### config.mk
export PLATFORM = sky130hd
export DESIGN_NAME = fetch_unit
export DESIGN_NICKNAME = d
export VERILOG_FILES = /design/src/rtl/riscv_pkg.sv /design/src/rtl/fetch_skid.sv /design/src/rtl/fetch_unit.sv
export SDC_FILE = /design/constraint.sdc
export NUM_CORES = 1
export LEC_CHECK = 0
export ABC_AREA = 1
export ABC_CLOCK_PERIOD_IN_PS = 1700
export BUFFER_PORTS_ARGS = -buffer_cell sky130_fd_sc_hd__buf_2
export CAP_MARGIN = 20
export CORE_AREA = 5 5 187 117
export CTS_CLUSTER_SIZE = 10
export DETAILED_ROUTE_END_ITERATION = 10
export DIE_AREA = 0 0 192 122
export SYNTH_ARGS = -nofsm -noshare
export SYNTH_HDL_FRONTEND = slang
export SYNTH_HIERARCHICAL = 1
export SYNTH_SLANG_ARGS = --single-unit
### constraint.sdc
create_clock -name clk -period 1.7 [get_ports clk]
set_input_delay 0.085 -clock clk [delete_from_list [all_inputs] [get_ports clk]]
set_output_delay 0.085 -clock clk [all_outputs]
set_load 0.05 [all_outputs]
### src/rtl/riscv_pkg.sv
// Shared fetch-stage definitions: default widths, the bubble instruction and FSM state encoding.
package riscv_pkg;

    localparam int unsigned DEF_PC_W  = 9;
    localparam int unsigned DEF_INS_W = 32;

    // addi x0,x0,0
    localparam logic [31:0] NOP_INSTR = 32'h0000_0013;

    typedef logic [0:0] fetch_state_t;
    localparam fetch_state_t REQ  = 1'b0;
    localparam fetch_state_t WAIT = 1'b1;

endpackage

### src/rtl/fetch_skid.sv
// One-entry {pc, instr} holding buffer used while decode is stalled on a full IF/ID register.
module fetch_skid #(
    parameter int unsigned PC_W  = 9,
    parameter int unsigned INS_W = 32
) (
    input  logic             clk_i,
    input  logic             reset_i,
    input  logic             load_i,
    input  logic             drain_i,
    input  logic             clear_i,
    input  logic [PC_W-1:0]  pc_i,
    input  logic [INS_W-1:0] instr_i,
    output logic             full_o,
    output logic [PC_W-1:0]  pc_o,
    output logic [INS_W-1:0] instr_o
);

    logic             full_q, full_d;
    logic [PC_W-1:0]  pc_q, pc_d;
    logic [INS_W-1:0] instr_q, instr_d;

    always_comb begin
        full_d  = full_q;
        pc_d    = pc_q;
        instr_d = instr_q;
        if (clear_i || drain_i) begin
            full_d = 1'b0;
        end else if (load_i) begin
            full_d  = 1'b1;
            pc_d    = pc_i;
            instr_d = instr_i;
        end
    end

    always_ff @(posedge clk_i) begin
        if (reset_i) begin
            full_q  <= 1'b0;
            pc_q    <= '0;
            instr_q <= '0;
        end else begin
            full_q  <= full_d;
            pc_q    <= pc_d;
            instr_q <= instr_d;
        end
    end

    assign full_o  = full_q;
    assign pc_o    = pc_q;
    assign instr_o = instr_q;

endmodule

### src/rtl/fetch_unit.sv
// Instruction fetch stage: owns the PC, issues one memory request at a time and fills IF/ID,
// absorbing decode stalls through a skid entry and redirects through a stale-response kill.
module fetch_unit #(
    parameter int unsigned       PC_W      = riscv_pkg::DEF_PC_W,
    parameter int unsigned       INS_W     = riscv_pkg::DEF_INS_W,
    parameter logic [PC_W-1:0]   RESET_PC  = '0,
    parameter logic [INS_W-1:0]  NOP_INSTR = riscv_pkg::NOP_INSTR
) (
    input  logic             clk,
    input  logic             reset,
    output logic             imem_req,
    output logic [PC_W-1:0]  imem_addr,
    input  logic [INS_W-1:0] imem_rdata,
    input  logic             imem_valid,
    input  logic             stall,
    input  logic             redirect,
    input  logic [PC_W-1:0]  redirect_pc,
    output logic             ifid_valid,
    output logic [PC_W-1:0]  ifid_pc,
    output logic [INS_W-1:0] ifid_instr
);

    import riscv_pkg::*;

    fetch_state_t     state_q, state_d;
    logic [PC_W-1:0]  pc_q, pc_d;
    logic             kill_q, kill_d;
    logic             ifid_valid_q, ifid_valid_d;
    logic [PC_W-1:0]  ifid_pc_q, ifid_pc_d;
    logic [INS_W-1:0] ifid_instr_q, ifid_instr_d;

    logic             skid_full, skid_load, skid_drain, skid_clear;
    logic [PC_W-1:0]  skid_pc;
    logic [INS_W-1:0] skid_instr;
    logic             resp_live;
    logic             unused_rpc_lsb;

    assign unused_rpc_lsb = ^redirect_pc[1:0];

    fetch_skid #(
        .PC_W  (PC_W),
        .INS_W (INS_W)
    ) u_skid (
        .clk_i   (clk),
        .reset_i (reset),
        .load_i  (skid_load),
        .drain_i (skid_drain),
        .clear_i (skid_clear),
        .pc_i    (pc_q),
        .instr_i (imem_rdata),
        .full_o  (skid_full),
        .pc_o    (skid_pc),
        .instr_o (skid_instr)
    );

    // No request while a stale response is still owed, so only one can ever be outstanding.
    assign imem_req  = (state_q == REQ) && !reset && !redirect && !skid_full && !kill_q;
    assign imem_addr = pc_q;
    assign resp_live = imem_valid && (state_q == WAIT) && !kill_q;

    always_comb begin
        state_d      = state_q;
        pc_d         = pc_q;
        kill_d       = kill_q;
        ifid_valid_d = ifid_valid_q;
        ifid_pc_d    = ifid_pc_q;
        ifid_instr_d = ifid_instr_q;
        skid_load    = 1'b0;
        skid_drain   = 1'b0;
        skid_clear   = 1'b0;

        if (redirect) begin
            pc_d         = {redirect_pc[PC_W-1:2], 2'b00};
            state_d      = REQ;
            // A response arriving in this very cycle is the outstanding one; drop it here.
            kill_d       = ((state_q == WAIT) || kill_q) && !imem_valid;
            ifid_valid_d = 1'b0;
            ifid_instr_d = NOP_INSTR;
            skid_clear   = 1'b1;
        end else begin
            if (kill_q && imem_valid) begin
                kill_d = 1'b0;
            end
            if (imem_req) begin
                state_d = WAIT;
            end

            if (resp_live) begin
                state_d = REQ;
                pc_d    = pc_q + PC_W'(4);
                if (!ifid_valid_q || !stall) begin
                    ifid_valid_d = 1'b1;
                    ifid_pc_d    = pc_q;
                    ifid_instr_d = imem_rdata;
                end else begin
                    skid_load = 1'b1;
                end
            end else if (skid_full && !stall) begin
                ifid_valid_d = 1'b1;
                ifid_pc_d    = skid_pc;
                ifid_instr_d = skid_instr;
                skid_drain   = 1'b1;
            end else if (!stall) begin
                ifid_valid_d = 1'b0;
                ifid_instr_d = NOP_INSTR;
            end
        end
    end

    always_ff @(posedge clk) begin
        if (reset) begin
            state_q      <= REQ;
            pc_q         <= RESET_PC;
            kill_q       <= 1'b0;
            ifid_valid_q <= 1'b0;
            ifid_pc_q    <= '0;
            ifid_instr_q <= NOP_INSTR;
        end else begin
            state_q      <= state_d;
            pc_q         <= pc_d;
            kill_q       <= kill_d;
            ifid_valid_q <= ifid_valid_d;
            ifid_pc_q    <= ifid_pc_d;
            ifid_instr_q <= ifid_instr_d;
        end
    end

    assign ifid_valid = ifid_valid_q;
    assign ifid_pc    = ifid_pc_q;
    assign ifid_instr = ifid_instr_q;

    a_one_outstanding: assert property (@(posedge clk) disable iff (reset)
        !(imem_valid && (state_q == REQ) && !kill_q))
        else $error("imem_valid without an outstanding request");

endmodule

==> metrics <==
die height 122 um; WHS 23.94 ps; Clock Sinks 93; clk buf depth 2; worst skew pair latency 350 ps; post-route DRC violation count 0; routability congestion estimate from global placement 0.7374; Core Region 20260 sq um; gr ovfl total 0; clock buffer count from CTS 9; critical path peak fanout 61; Top-Level Pins 98; post-route setup slack 208.2 ps; worst path bufs/invs 2; run status complete, no violations; power per cell area 883.5 nW/um^2; ordered list of cells on the worst path nand2_1 > nor2_4 > nand2_1 > nand2_2 > buf_12 > inv_1 > nand2_1 > nand3_1; Routed Antenna Nets 0; largest stage delay on the critical path 370 ps; Fmax 670.3 MHz; Post-Syn Instances 691; Slew Limit Fails 0; Clk pin slew, worst setup/hold paths 70 ps; worst min-delay path category input pin to flop; register area share after synthesis 41.24%; worst vdd ir 0.4022 mV; Syn Area/Cell 6.533 sq um; Cell Rows 41; Die Wd 192 um; wire per inst 12.49 um; top-area cell type share of the netlist area 41.24%; DIE AREA 23420 sq um; unrepaired setup endpoints after global routing false; CP top delay family simple AND/OR/NAND/NOR gates; final period utilization 87.75%; largest net degree at the start of global routing 62; CTS Root Cell clkbuf_16; DP HPWL 8700 um; mapped cell area 4514 sq um; Final nets 815; startpoint types flop; Fin. Hold Viols 0; vias 4422; Final Setup Violations 0; Vias/cell 4.203; placed cell area 5301 sq um; Setup Skew 9.339 ps; CP Data Arrival Time 1710 ps; Final Critical Period 1492 ps; Setup crit end kind flop; cell taking the most area after synthesis dfxtp_1; Yosys reg bits 93; Inserted Diodes 0; initial antenna violation count 3; Lkg Pwr 0.002629 uW; total global-route track usage 11.63%; fraction of layout instances using a drive strength above 1 17.85%; Finished Layout Cells 1052; input/output buffers 93; Distinct cells, synth 25; Post-Route Setup TNS 0 ps; CP Class flop to flop; vias in the first global route 4081; largest cells by area after synthesis dfxtp_1, nand2_1, nand3_1; cell total after placement 1033; dpl ws 122.3 ps; filler cell count 2266; total wire length 13140 um; max_cap viols 0; initial DRC count 242; H-tree depth 3; first-pass GRT wire length 21480 um; slowest CP cell dfxtp_1; Initial Utilization 22.28%; cell area after layout 5629 sq um; drt first pass iters 4; area grow syn2layout 24.70%; CTS tree yes; Ys Warns 6; CP dominant cell by count nand2_1; WP data required 1920 ps
==> tightest hold or removal path: stages <==
cell and delay [ps]:
buf_2 80, nand2_1 40, nand3_1 70, nand2_1 40
inv_1 40
==> layout by cell type, fill, tap and decap left out, drive strengths merged <==
cell type	Yosys	final
nand2	164	164
nor2	125	125
nand3	120	120
buf	42	110
dfxtp	93	93
inv	63	63
a21oi	50	50
o21ai	12	12
clkbuf	8	10
nand3b	7	7
conb	1	4
dlygate4sd3	0	3
clkinv	0	3
o21bai	2	2
clkinvlp	0	2
xor2	1	1
a211oi	1	1
a31oi	1	1
ha	1	1
bufinv	0	1
==> layer usage <==
metal	up-vias	wire length [um]	global-route usage, %
met5	-	45	0
met4	6	128	2.894
met3	17	1034	3.981
met2	104	5304	17.09
met1	1972	6628	16.35
li1	2323	-	-
==> report_power, final <==
group	switching (uW)	total [uW]	internal (uW)
clock network	885	2020	1140
registers	37.5	2260	2230
logic	487	687	200
total	1410	4970	3560
==> synth_stat cells, drive strengths merged <==
library cell	count
nand3	120
nand2	164
inv	63
conb	1
clkbuf	8
a211oi	1
ha	1
a31oi	1
o21ai	12
xor2	1
buf	42
nand3b	7
nor2	125
o21bai	2
a21oi	50
dfxtp	93
==> stage by stage <==
| stage | power [uW] | utilization (%) |
|---|---|---|
| after detailed placement | 3002 | 26.16 |
| after floorplan | 2794 | - |
| after global routing | 5240 | 27.78 |
| after CTS | 5074 | 27.76 |
| final | 4973 | 27.78 |
| after global placement | 2998 | 26.16 |
==> sequential cells by signal (all words and copies together), names as in the netlist <==
register / cells
ifid_instr: 32
u_skid/instr_o: 32
ifid_pc: 9
u_skid/pc_o: 9
imem_addr: 7
ifid_valid: 1
kill_q: 1
state_q: 1
u_skid/full_o: 1
==> area by class of cell <==
type | instances | area, sq um | area share (%)
flip-flops and latches | 93 | 1862 | 33.07
clock inverters | 6 | 63.81 | 1.134
inverters | 63 | 236.5 | 4.201
multi-input cells | 488 | 2178 | 38.70
repair buffers | 113 | 710.7 | 12.63
well taps | 279 | 349.1 | 6.201
clock buffers | 10 | 229.0 | 4.068
==> final timing paths <==
| check | from | end | slack [ps] | cells past startpoint |
|---|---|---|---|---|
| setup / recovery | state_q | ifid_instr[0] | 210 | 8 |
| hold reg to reg | u_skid/pc_o[1] | ifid_pc[1] | 470 | 2 |
| setup reg to reg | state_q | ifid_instr[0] | 210 | 8 |
| hold / removal | redirect_pc[4] | imem_addr[4] | 20 | 5 |
==> logic make-up after synthesis <==
group | Yosys count | share of synthesized area [%]
other | 1 | 0.08307
XOR/XNOR | 1 | 0.1940
flip-flops | 93 | 41.24
AND/OR/NAND/NOR | 416 | 39.22
buffers and inverters | 113 | 11.47
adder cells (fa/ha/maj) | 1 | 0.2771
AO/OA/AOI/OAI | 66 | 7.511
==> what timing repair did <==
action,CTS,global route
setup buffers,0,0
hold buffers,3,0
gates resized for setup,0,1
hold endpoints to repair,3,0
setup endpoints to repair,0,8
(Power assumes the default switching activity.)
